===== config.mk =====
export PLATFORM = sky130hd
export DESIGN_NAME = pix_line_fifo
export DESIGN_NICKNAME = d
export VERILOG_FILES = /design/src/rtl/pix_pkg.sv /design/src/rtl/pix_sync_fifo.sv /design/src/rtl/pix_line_fifo.sv
export SDC_FILE = /design/constraint.sdc
export NUM_CORES = 1
export LEC_CHECK = 0
export CAP_MARGIN = 30
export CORE_UTILIZATION = 40
export CTS_CLUSTER_SIZE = 12
export DETAILED_ROUTE_END_ITERATION = 8
export DONT_BUFFER_PORTS = 1
export PLACE_DENSITY = 0.65
export SLEW_MARGIN = 10
export SYNTH_ARGS = -nofsm -noshare
export SYNTH_HDL_FRONTEND = slang
export SYNTH_SLANG_ARGS = --single-unit

===== constraint.sdc =====
create_clock -name CLK -period 2.8 [get_ports CLK]
set_input_delay 0.42 -clock CLK [delete_from_list [all_inputs] [get_ports CLK]]
set_output_delay 0.42 -clock CLK [all_outputs]
set_load 0.005 [all_outputs]

===== src/rtl/pix_pkg.sv =====
// Shared types for the pixel-pick path: pixel geometry, the FIFO entry
// layout ({last, data}) and the occupancy state encoding.
package pix_pkg;

    localparam int PIX_W   = 16;
    localparam int NUM_PIX = 16;

    typedef struct packed {
        logic             last;
        logic [PIX_W-1:0] data;
    } pix_entry_t;

    localparam logic [1:0] OCC_EMPTY   = 2'd0;
    localparam logic [1:0] OCC_PARTIAL = 2'd1;
    localparam logic [1:0] OCC_FULL    = 2'd2;

endpackage


===== src/rtl/pix_sync_fifo.sv =====
// Synchronous first-word-fall-through FIFO with occupancy tracking.
// Ports: clk/rst (async high), wr_req/wr_data in, rd_ready in,
// rd_valid/rd_data out (data 0 when empty), wr_en/rd_en out (accepted
// write/pop this cycle), level out (0..DEPTH).
module pix_sync_fifo
    import pix_pkg::*;
#(
    parameter int DEPTH = 32,
    parameter int W     = 17
) (
    input  logic                     clk,
    input  logic                     rst,
    input  logic                     wr_req,
    input  logic [W-1:0]             wr_data,
    input  logic                     rd_ready,
    output logic                     rd_valid,
    output logic [W-1:0]             rd_data,
    output logic                     wr_en,
    output logic                     rd_en,
    output logic [$clog2(DEPTH):0]   level
);

    localparam int PTR_W = $clog2(DEPTH);
    localparam int LVL_W = PTR_W + 1;
    localparam logic [LVL_W-1:0] LVL_FULL = LVL_W'(DEPTH);

    logic [W-1:0]     mem_q [DEPTH];
    logic [PTR_W-1:0] wr_ptr_q, wr_ptr_d;
    logic [PTR_W-1:0] rd_ptr_q, rd_ptr_d;
    logic [LVL_W-1:0] level_q, level_d;
    logic [1:0]       state_q, state_d;

    always_comb begin
        rd_en    = (level_q != '0) && rd_ready;
        // A pop in the same cycle frees the slot, so a full FIFO still
        // accepts the write.
        wr_en    = wr_req && ((level_q != LVL_FULL) || rd_en);
        wr_ptr_d = wr_ptr_q + PTR_W'(wr_en);
        rd_ptr_d = rd_ptr_q + PTR_W'(rd_en);
        level_d  = level_q + LVL_W'(wr_en) - LVL_W'(rd_en);
        state_d  = state_q;
        case (state_q)
            OCC_EMPTY: begin
                if (wr_en) state_d = OCC_PARTIAL;
            end
            OCC_PARTIAL: begin
                if (level_d == LVL_FULL)
                    state_d = OCC_FULL;
                else if (level_d == '0)
                    state_d = OCC_EMPTY;
            end
            OCC_FULL: begin
                if (rd_en && !wr_en) state_d = OCC_PARTIAL;
            end
            default: state_d = OCC_EMPTY;
        endcase
    end

    always_ff @(posedge clk or posedge rst) begin
        if (rst) begin
            wr_ptr_q <= '0;
            rd_ptr_q <= '0;
            level_q  <= '0;
            state_q  <= OCC_EMPTY;
        end else begin
            wr_ptr_q <= wr_ptr_d;
            rd_ptr_q <= rd_ptr_d;
            level_q  <= level_d;
            state_q  <= state_d;
        end
    end

    // Storage is not reset; level gates every read of it.
    always_ff @(posedge clk) begin
        if (wr_en) mem_q[wr_ptr_q] <= wr_data;
    end

    assign rd_valid = (level_q != '0);
    assign rd_data  = rd_valid ? mem_q[rd_ptr_q] : '0;
    assign level    = level_q;

    occ_empty_a: assert property (@(posedge clk) disable iff (rst)
        (state_q == OCC_EMPTY) == (level_q == '0));
    occ_full_a: assert property (@(posedge clk) disable iff (rst)
        (state_q == OCC_FULL) == (level_q == LVL_FULL));

endmodule


===== src/rtl/pix_line_fifo.sv =====
// Line-framed pixel FIFO: tags the last pixel of each NUM_PIX line,
// buffers pixels FWFT, replays over VALID/READY, flags overflow/runt lines.
// Ports: CLK, RST (async high), PUSH/PIXEL_DATA in, OUT_VALID/OUT_READY/
// OUT_DATA/OUT_LAST out stream, LEVEL, OVERFLOW, RUNT, CLR_ERR, LINE_CNT.
module pix_line_fifo
    import pix_pkg::*;
#(
    parameter int DEPTH = 32
) (
    input  logic                   CLK,
    input  logic                   RST,
    input  logic                   PUSH,
    input  logic [PIX_W-1:0]       PIXEL_DATA,
    output logic                   OUT_VALID,
    input  logic                   OUT_READY,
    output logic [PIX_W-1:0]       OUT_DATA,
    output logic                   OUT_LAST,
    output logic [$clog2(DEPTH):0] LEVEL,
    output logic                   OVERFLOW,
    output logic                   RUNT,
    input  logic                   CLR_ERR,
    output logic [15:0]            LINE_CNT
);

    localparam int IDX_W = $clog2(NUM_PIX);
    localparam logic [IDX_W-1:0] IDX_LAST = IDX_W'(NUM_PIX - 1);

    logic [IDX_W-1:0] pix_idx_q, pix_idx_d;
    logic             overflow_q, overflow_d;
    logic             runt_q, runt_d;
    logic [15:0]      line_cnt_q, line_cnt_d;

    pix_entry_t wr_entry;
    pix_entry_t head;
    logic       wr_en;
    logic       rd_en;
    logic       is_last_pix;
    logic       ovf_set;
    logic       runt_set;

    always_comb begin
        is_last_pix   = (pix_idx_q == IDX_LAST);
        wr_entry.last = is_last_pix;
        wr_entry.data = PIXEL_DATA;
        // Index advances even on dropped pushes so framing survives overflow.
        if (PUSH)
            pix_idx_d = is_last_pix ? '0 : pix_idx_q + IDX_W'(1);
        else
            pix_idx_d = '0;
        ovf_set    = PUSH && !wr_en;
        runt_set   = !PUSH && (pix_idx_q != '0);
        // A set event in the same cycle beats the clear.
        overflow_d = ovf_set  || (overflow_q && !CLR_ERR);
        runt_d     = runt_set || (runt_q && !CLR_ERR);
        line_cnt_d = line_cnt_q + 16'(rd_en && head.last);
    end

    always_ff @(posedge CLK or posedge RST) begin
        if (RST) begin
            pix_idx_q  <= '0;
            overflow_q <= 1'b0;
            runt_q     <= 1'b0;
            line_cnt_q <= '0;
        end else begin
            pix_idx_q  <= pix_idx_d;
            overflow_q <= overflow_d;
            runt_q     <= runt_d;
            line_cnt_q <= line_cnt_d;
        end
    end

    pix_sync_fifo #(
        .DEPTH (DEPTH),
        .W     ($bits(pix_entry_t))
    ) u_fifo (
        .clk      (CLK),
        .rst      (RST),
        .wr_req   (PUSH),
        .wr_data  (wr_entry),
        .rd_ready (OUT_READY),
        .rd_valid (OUT_VALID),
        .rd_data  (head),
        .wr_en    (wr_en),
        .rd_en    (rd_en),
        .level    (LEVEL)
    );

    assign OUT_DATA = head.data;
    assign OUT_LAST = head.last;
    assign OVERFLOW = overflow_q;
    assign RUNT     = runt_q;
    assign LINE_CNT = line_cnt_q;

endmodule


# After elaboration in Yosys (flattened, before gate mapping)
# Memory sizes are Yosys's and may differ from the RTL's.
# Index checks and enable logic that the tools add are counted.
# W data, S select, Z words.
# op_classes
add_sub_neg	6
n_eq_ne	2
n_mux	5
reduce_logical	15
# op_table
operator	n
$mux W17	1
$add A16 B1 Y16	1
$add A5 B1 Y5	2
$mux W4	2
$logic_and A1 B1 Y1	7
$add A6 B1 Y6	1
$ne A6 B6 Y1 const B	1
$reduce_bool A6 Y1	1
$sub A6 B1 Y6	1
$add A4 B1 Y4 const B	1
$eq A4 B4 Y1 const B	1
$reduce_bool A4 Y1	1
$logic_not A1 Y1	3
$logic_or A1 B1 Y1	3
$mux W1	2
# totals
regBits	38
ramBits	544
input_bits	21
out_inout_bits	42
word_cells	36
n_memories	1
# mem_list
name	words	width	read_ports	rd_ports_with_merged_regs	write_ports	line	source
u_fifo.mem_q	32	17	1	0	1	pix_sync_fifo.sv:27	logic [W-1:0] mem_q [DEPTH];

# Longest topological paths before layout
# Gate-level depths: netlist (run 1).
# logic_depth
ltp_word	7
mapped_depth	16
ltp_nobuf	16

# Modules after synthesis
# A second synthesis (run 1) with hierarchy kept.
# unflattened
cells_unflattened	1089
hier_area_um2	22866.9
# modules_own_cells
module	instances	cells_per_inst	area_per_inst_um2	seq_area_each_um2
pix_sync_fifo	1	1005	21868.5	16736.1
pix_line_fifo	1	84	998.5	550.5

# Worst setup path before layout (run 1)
# OpenSTA, ideal clock, no wires.
# synth_path
kind	reg-to-reg
from	reg u_fifo.level_q[2] (netlist: u_fifo.level[2])
to	mem u_fifo.mem_q[28][0], enable pin
setup_ps	391
arrival_time_ps	2407
required_ps	2409
slack_ps	2
path_stages_with_launch	8
n_path_buf	1
synth_period_minus_slack_ps	2798
cell_sequence	dfrtp_1 inv_1 ha_1 nor3b_1 a31oi_1 or3b_1 clkbuf_1 nor2_1
# synth_between
elab_chain_cells	6
word_cells_on_any_way	7
classes_between	1 x eq/ne; 2 x mux; 4 x reduce/logical
# synth_lines
element	line	source
from (decl)	pix_sync_fifo.sv:30	logic [LVL_W-1:0] level_q, level_d;
from (signal assigned)	pix_sync_fifo.sv:68	level_q <= level_d;
$reduce_bool A6 Y1	pix_sync_fifo.sv:34	rd_en = (level_q != '0) && rd_ready;
$logic_and A1 B1 Y1	pix_sync_fifo.sv:34	
$logic_or A1 B1 Y1 *	pix_sync_fifo.sv:37	wr_en = wr_req && ((level_q != LVL_FULL) || rd_en);
$logic_and A1 B1 Y1 *	pix_sync_fifo.sv:37	
$mux W1 *	pix_sync_fifo.sv:75	if (wr_en) mem_q[wr_ptr_q] <= wr_data;
$mux W1 (implied by the code) *	pix_sync_fifo.sv:75	
to (decl)	pix_sync_fifo.sv:27	
# Every way passes the cells marked *; elsewhere a longest branch is shown, timed or not.

# Final worst setup path (run 1)
# layout_path
from	reg u_fifo.rd_ptr_q[0]
to	out OUT_DATA[14]
# layout_between
elab_chain_cells	2
# layout_lines
element	line	source
from (decl)	pix_sync_fifo.sv:29	logic [PTR_W-1:0] rd_ptr_q, rd_ptr_d;
from (signal assigned)	pix_sync_fifo.sv:67	rd_ptr_q <= rd_ptr_d;
$mem_v2 Z32 W17	n/a	
$mux W17	pix_sync_fifo.sv:79	assign rd_data = rd_valid ? mem_q[rd_ptr_q] : '0;
to (decl)	pix_line_fifo.sv:16	output logic [PIX_W-1:0] OUT_DATA,
# No other way between the ends.

==> flow_metrics.tcl, run 1 <==
set metrics [dict create \
    yosysUniqueCellTypes 41 \
    sequentialPowerShare 0.382 \
    r2r-end "LINE_CNT[15]$_DFF_PP0_" \
    place_congestion 0.7775 \
    ys.flop_type "edfxtp_1" \
    cts_buffers 57 \
    ys_ff_latch 582 \
    io_buffers 0 \
    power.density_nw_per_um2 1003 \
    final.setup_skew_ns 0.02822 \
    netSwitchingPower_mw 8.525 \
    leakage_nw 9.127 \
    worstHoldPathCells 2 \
    r2r_slack_ns -0.07 \
    place_area_um2 24460 \
    clkPwrFrac 0.250 \
    dp_hpwl_um 29010 \
    dr.pass1.iters 5 \
    n_fill_cell 4441 \
    fin_crit_ns 3.147 \
    synth-edff-count 544 \
    grt_use_met1 0.2380 \
    setup_violations 23 \
    synth-async-reset-ratio 0.06529 \
    fin_ws_ns -0.3474 \
    reg2reg_from "u_fifo.rd_ptr_q[0]$_DFF_PP0_" \
    cts_tree "built" \
    final_cell_area_um2 27650 \
    num_rows 87 \
    syn_area_um2 22740 \
    die_h_um 240.4 \
    cts-root-buf "clkbuf_16" \
    worst_pin_slew_ns 0.5623 \
    vias 11040 \
    via_per_inst 5.452 \
    coreArea_um2 56280 \
    grt_max_degree 47 \
    die_area_um2 57800 \
    crit_type "reg -> out" \
    max_freq_ghz 0.3177 \
    route.detailed.drc 0 \
    met2_usage 0.2931 \
    peakVddDrop_v 0.0006341 \
    cts.sinks 582 \
    antenna_found_initial 1 \
    path_max_fanout 6 \
    diodes 0 \
    syn_nets 1109 \
    fin_nets 1277 \
    r2r_cells 15 \
    fin_cells 2025 \
    relSlewSlack 0.6239 \
    slew_viol_final 0 \
    hp-class "in -> reg" \
    cap_violations 0 \
    violations "setup timing" \
    drt_iter0_markers 868 \
    hold_viol 0 \
    area_delta_synth_final_pct 21.63 \
    min_to "pix_idx_q[2]$_DFF_PP0_" \
    synthCells 1071 \
    cp-end-kind "primary output" \
    comb_power_share 0.368 \
    drtAntennaViolNets 0 \
    clk_transition_reported_paths_ns 0.06 \
    layout-drive-gt1-share 0.3767 \
    worstHoldStart "PUSH" \
    cp-start-kind "flip-flop" \
    status "finished with violations" \
    final_core_util 0.4914 \
    seq_area_frac_synth 0.7603 \
    crit_required_ns 2.38 \
    grt_pass1_vias 11410 \
    die_w_um 240.4 \
    fin_crit_sh 1.124 \
    rsz0062_at_grt "true" \
    avgSynthCellArea_um2 21.23 \
    yosysWarnings 0 \
    wire_per_inst_um 24.91 \
    routed_wl_um 50430 \
    dp.cells 1875 \
    grt-ovfl-total 0 \
    grt_use_met3 0.04156 \
    initial_core_util 0.4040 \
    grt_pass1_wl_um 74570 \
    crit_arrival_ns 2.73 \
    htree_levels 2 \
    p_int_mw 19.22 \
    sw_frac_of_total 0.3072 \
    clk_latency_ns 0.62 \
    track_usage 0.1790 \
    grt_busiest_layer "met2" \
    clock_path_buffers 3 \
    pin_count 63 \
]
[flip-flops by register name (all words and copies together), names as in the netlist]
signal / flops
u_fifo.level: 6
RUNT: 1
LINE_CNT: 16
pix_idx_q: 4
OVERFLOW: 1
u_fifo.rd_ptr_q: 5
u_fifo.mem_q: 544
u_fifo.wr_ptr_q: 5
[per-layer routing]
metal,part of all wire,vias to the layer above
met5,0.00026,-
met4,0.022,2
met3,0.068,72
met2,0.49,348
met1,0.42,5860
li1,-,4758
[through the flow]
stage	TNS, ns	worst slack [ns]	hold WS [ns]	power, mW
2_1_floorplan	0	0.002282	0.4684	15.92
3_3_place_gp	-0.08024	-0.08024	0.4902	18.49
3_5_place_dp	-0.09284	-0.08102	0.4954	18.57
4_1_cts	-6.260	-0.3645	0.01484	27.52
5_1_grt	-8.468	-0.4307	0.02977	28.92
6_report	-5.154	-0.3474	0.05134	27.75
[power groups by stage]
| stage | clock network (mW) | registers, mW | logic (mW) |
|---|---|---|---|
| finish | 6.93 | 10.6 | 10.2 |
| global route | 7.39 | 10.7 | 10.9 |
| CTS | 7.06 | 10.6 | 9.86 |
| detailed placement | 0 | 10.8 | 7.76 |
| global placement | 0 | 10.8 | 7.72 |
| floorplan | 0 | 10.6 | 5.34 |
[cells in the final DEF (no fill, tap or decap), drive strengths merged, types with 2 or more instances in the layout]
| cell type | instances |
|---|---|
| a221oi | 10 |
| nand3b | 5 |
| nor2b | 4 |
| mux4 | 128 |
| dfrtp | 38 |
| nand2 | 17 |
| a22oi | 14 |
| edfxtp | 544 |
| or3b | 3 |
| xnor2 | 18 |
| dlygate4sd3 | 15 |
| nand4 | 3 |
| inv | 17 |
| buf | 145 |
| xor2 | 7 |
| nor2 | 52 |
| a31oi | 8 |
| nor3b | 2 |
| clkinv | 7 |
| nand3 | 13 |
| nand2b | 3 |
| o22ai | 2 |
| a21o | 2 |
| a21oi | 17 |
| and2 | 5 |
| ha | 16 |
| mux2i | 26 |
| clkbuf | 82 |
| mux2 | 38 |
| o221ai | 16 |
| and3 | 3 |
[area by class of cell]
cell class / count / area, um^2 / area share
sequential: 582 / 17300 / 0.6254
multi-input combinational: 420 / 5689 / 0.2057
timing repair buffer: 162 / 2009 / 0.07266
clock buffer: 81 / 1558 / 0.05633
tap: 756 / 945.9 / 0.03421
clock inverter: 8 / 96.34 / 0.003484
inverter: 16 / 60.06 / 0.002172
[cells by family after synthesis]
kind of cell | Yosys count | share of synthesized area
flops | 582 | 0.7603
xor+xnor | 25 | 0.009630
mux | 192 | 0.1571
fa+ha+maj | 17 | 0.009685
buf+inv | 69 | 0.01673
simple gates | 115 | 0.02410
compound gates | 71 | 0.02251
[Yosys cell counts (all sizes together) (4+ instances only)]
cell type	n	share of area
mux4	128	0.13
edfxtp	544	0.72
a22oi	14	0.0046
o221ai	16	0.0062
a31oi	8	0.0022
clkbuf	22	0.0036
xor2	7	0.0027
mux2	38	0.019
dfrtp	38	0.042
a221oi	10	0.0039
nor2b	4	0.0011
mux2i	26	0.011
nand3	13	0.0029
nand2	17	0.0028
nor2	52	0.0086
buf	31	0.010
inv	16	0.0026
a21oi	17	0.0037
xnor2	18	0.0069
and2	5	0.0014
nand3b	5	0.0017
ha	16	0.0088
[worst max path at each step]
stage | start | to | slack, ns | cells after the start
3_5_place_dp | u_fifo.rd_ptr_q[0]$_DFF_PP0_ | OUT_DATA[0] | -0.08 | 6
6_report | u_fifo.rd_ptr_q[0]$_DFF_PP0_ | OUT_DATA[14] | -0.35 | 9
5_1_grt | u_fifo.rd_ptr_q[0]$_DFF_PP0_ | OUT_DATA[14] | -0.43 | 9
2_1_floorplan | u_fifo.level[2]$_DFF_PP0_ | u_fifo.mem_q[28][0]$_DFFE_PP_ | 0.002 | 7
4_1_cts | u_fifo.rd_ptr_q[0]$_DFF_PP0_ | OUT_DATA[4] | -0.36 | 8
3_3_place_gp | u_fifo.rd_ptr_q[0]$_DFF_PP0_ | OUT_DATA[0] | -0.08 | 6
[worst max-delay path: stages, from the launching register on]
cell and delay, ns:
dfrtp_4 0.53, buf_12 0.15, buf_12 0.15, buf_12 0.15, buf_8 0.13, buf_6 0.12
mux4_2 0.42, mux2_4 0.28, nand2_2 0.08, a31oi_4 0.10
[timing repair]
item                                    CTS  global route
hold buffers                             20             0
cloned                                    8             1
endpoints found under the setup margin   19            30
setup buffers                            18             5
pin swaps                                25            21
resized for setup                       101            35
hold endpoints to repair                536             0
Note: power is estimated with default switching activity, not from simulation.
==> run 2, diff against run 1 <==
--- a/config.mk
+++ b/config.mk
@@ -11,6 +11,7 @@
 export DETAILED_ROUTE_END_ITERATION = 8
 export DONT_BUFFER_PORTS = 1
 export PLACE_DENSITY = 0.65
+export SKIP_LAST_GASP = 1
 export SLEW_MARGIN = 10
 export SYNTH_ARGS = -nofsm -noshare
 export SYNTH_HDL_FRONTEND = slang
==> flow_metrics.tcl, run 2 (synthesis results as in run 1) <==
set metrics [dict create \
    worstHoldStart "PUSH" \
    grt_busiest_layer "met2" \
    crit_arrival_ns 2.73 \
    die_h_um 240.4 \
    die_area_um2 57800 \
    dr.pass1.iters 5 \
    place_congestion 0.7775 \
    violations "setup timing" \
    io_buffers 0 \
    leakage_nw 9.124 \
    via_per_inst 5.439 \
    largest_reg_flops 544 \
    peakVddDrop_v 0.0006333 \
    fin_crit_sh 1.123 \
    fin_ws_ns -0.3457 \
    grt_pass1_vias 11410 \
    num_rows 87 \
    initial_core_util 0.4040 \
    antenna_found_initial 1 \
    dp_hpwl_um 29010 \
    r2r_slack_ns -0.10 \
    relSlewSlack 0.6303 \
    grt_use_met1 0.2380 \
    clk_transition_reported_paths_ns 0.06 \
    fin_crit_ns 3.146 \
    slew_viol_final 0 \
    max_freq_ghz 0.3179 \
    setup_violations 23 \
    top_register "u_fifo.mem_q" \
    fin_nets 1278 \
    grt-ovfl-total 0 \
    met2_usage 0.2938 \
    dp.cells 1875 \
    power.density_nw_per_um2 1003 \
    path_max_fanout 6 \
    final.setup_skew_ns 0.02980 \
    endpoint "OUT_DATA[14]" \
    layout-drive-gt1-share 0.3772 \
    drtAntennaViolNets 0 \
    pin_count 63 \
    worst_pin_slew_ns 0.5528 \
    vias 11020 \
    cp-end-kind "primary output" \
    final_cell_area_um2 27660 \
    cts_buffers 57 \
    rsz0062_at_grt "true" \
    status "finished with violations" \
    die_w_um 240.4 \
    coreArea_um2 56280 \
    cts.sinks 582 \
    regArea_um2 17300 \
    track_usage 0.1792 \
    area_delta_synth_final_pct 21.64 \
    drt_iter0_markers 841 \
    clock_path_buffers 3 \
    hp-class "in -> reg" \
    critPathLaunch "u_fifo.rd_ptr_q[0]$_DFF_PP0_" \
    diodes 0 \
    reg2reg_from "u_fifo.rd_ptr_q[0]$_DFF_PP0_" \
    fin_cells 2026 \
    layout_common_cells "544 x edfxtp_1, 128 x mux4_2, 81 x buf_4" \
    wire_per_inst_um 24.90 \
    mostFrequentLayoutCell "edfxtp_1" \
    r2r-end "LINE_CNT[15]$_DFF_PP0_" \
    cap_violations 0 \
    hold_viol 0 \
    crit_required_ns 2.38 \
    clk_latency_ns 0.63 \
    grt_use_met3 0.04156 \
    multi_input_area_um2 5680 \
    routed_wl_um 50450 \
    grt_pass1_wl_um 74630 \
    n_fill_cell 4445 \
    cp-start-kind "flip-flop" \
    grt_max_degree 47 \
    place_area_um2 24460 \
    htree_levels 2 \
    cts-root-buf "clkbuf_16" \
    crit_type "reg -> out" \
    route.detailed.drc 0 \
    cts_tree "built" \
    r2r_cells 15 \
]
==> run 2: cell types whose count changed in the layout (fill, tap and decap cells not counted), sizes merged <==
cell | before | now
buf | 145 | 146
==> run 2: worst max-delay path: stages, from the launching register on <==
cell	delay, ns
dfrtp_4	0.53
buf_12	0.15
buf_12	0.15
buf_12	0.15
buf_8	0.13
buf_6	0.12
mux4_2	0.42
mux2_4	0.28
nand2_2	0.08
a31oi_4	0.10
==> run 2: per-layer routing <==
layer  wire length, um  vias to the layer above
met5                13                        -
met4              1139                        2
met3              3089                       72
met2             25070                      323
met1             21130                     5862
li1                  -                     4761
==> run 2: power by group <==
part	switching, mW	leakage [nW]	internal (mW)
registers	0.376	5.42	10.2
logic	5.05	2.91	5.16
clock network	3.09	0.802	3.84
total	8.52	9.12	19.2
==> run 2: layout make-up <==
class	count	share of cell area
clock buffers	81	0.05632
clock inverters	8	0.003484
inverters	16	0.002172
multi-input cells	420	0.2054
flip-flops and latches	582	0.6254
well taps	756	0.03420
repair buffers	163	0.07306
==> run 2: timing repair <==
action,CTS,global route
endpoints found under the setup margin,19,30
gates cloned,8,1
hold buffers,20,0
pin swaps,25,21
hold endpoints to repair,536,0
resized for setup,94,41
buffers inserted,18,6
==> run 2: worst min-delay path by stage <==
stage / depth (start not counted) / slack (ns) / to
after floorplan: 1 / 0.47 / LINE_CNT[15]$_DFF_PP0_
after global placement: 1 / 0.49 / LINE_CNT[15]$_DFF_PP0_
final: 2 / 0.05 / pix_idx_q[2]$_DFF_PP0_
after global routing: 2 / 0.03 / pix_idx_q[2]$_DFF_PP0_
after CTS: 2 / 0.01 / pix_idx_q[2]$_DFF_PP0_
after detailed placement: 1 / 0.50 / LINE_CNT[15]$_DFF_PP0_
==> run 2: stage by stage <==
| stage | power, mW | setup WS (ns) | hold WS, ns | utilization | TNS (ns) |
|---|---|---|---|---|---|
| after CTS | 27.45 | -0.3645 | 0.01484 | 0.4837 | -6.407 |
| after detailed placement | 18.57 | -0.08102 | 0.4954 | 0.4346 | -0.09284 |
| final | 27.74 | -0.3457 | 0.05158 | 0.4914 | -5.225 |
| after floorplan | 15.92 | 0.002282 | 0.4684 | - | 0 |
| after global placement | 18.49 | -0.08024 | 0.4902 | 0.4346 | -0.08024 |
| after global routing | 28.92 | -0.4307 | 0.02977 | 0.4914 | -8.458 |
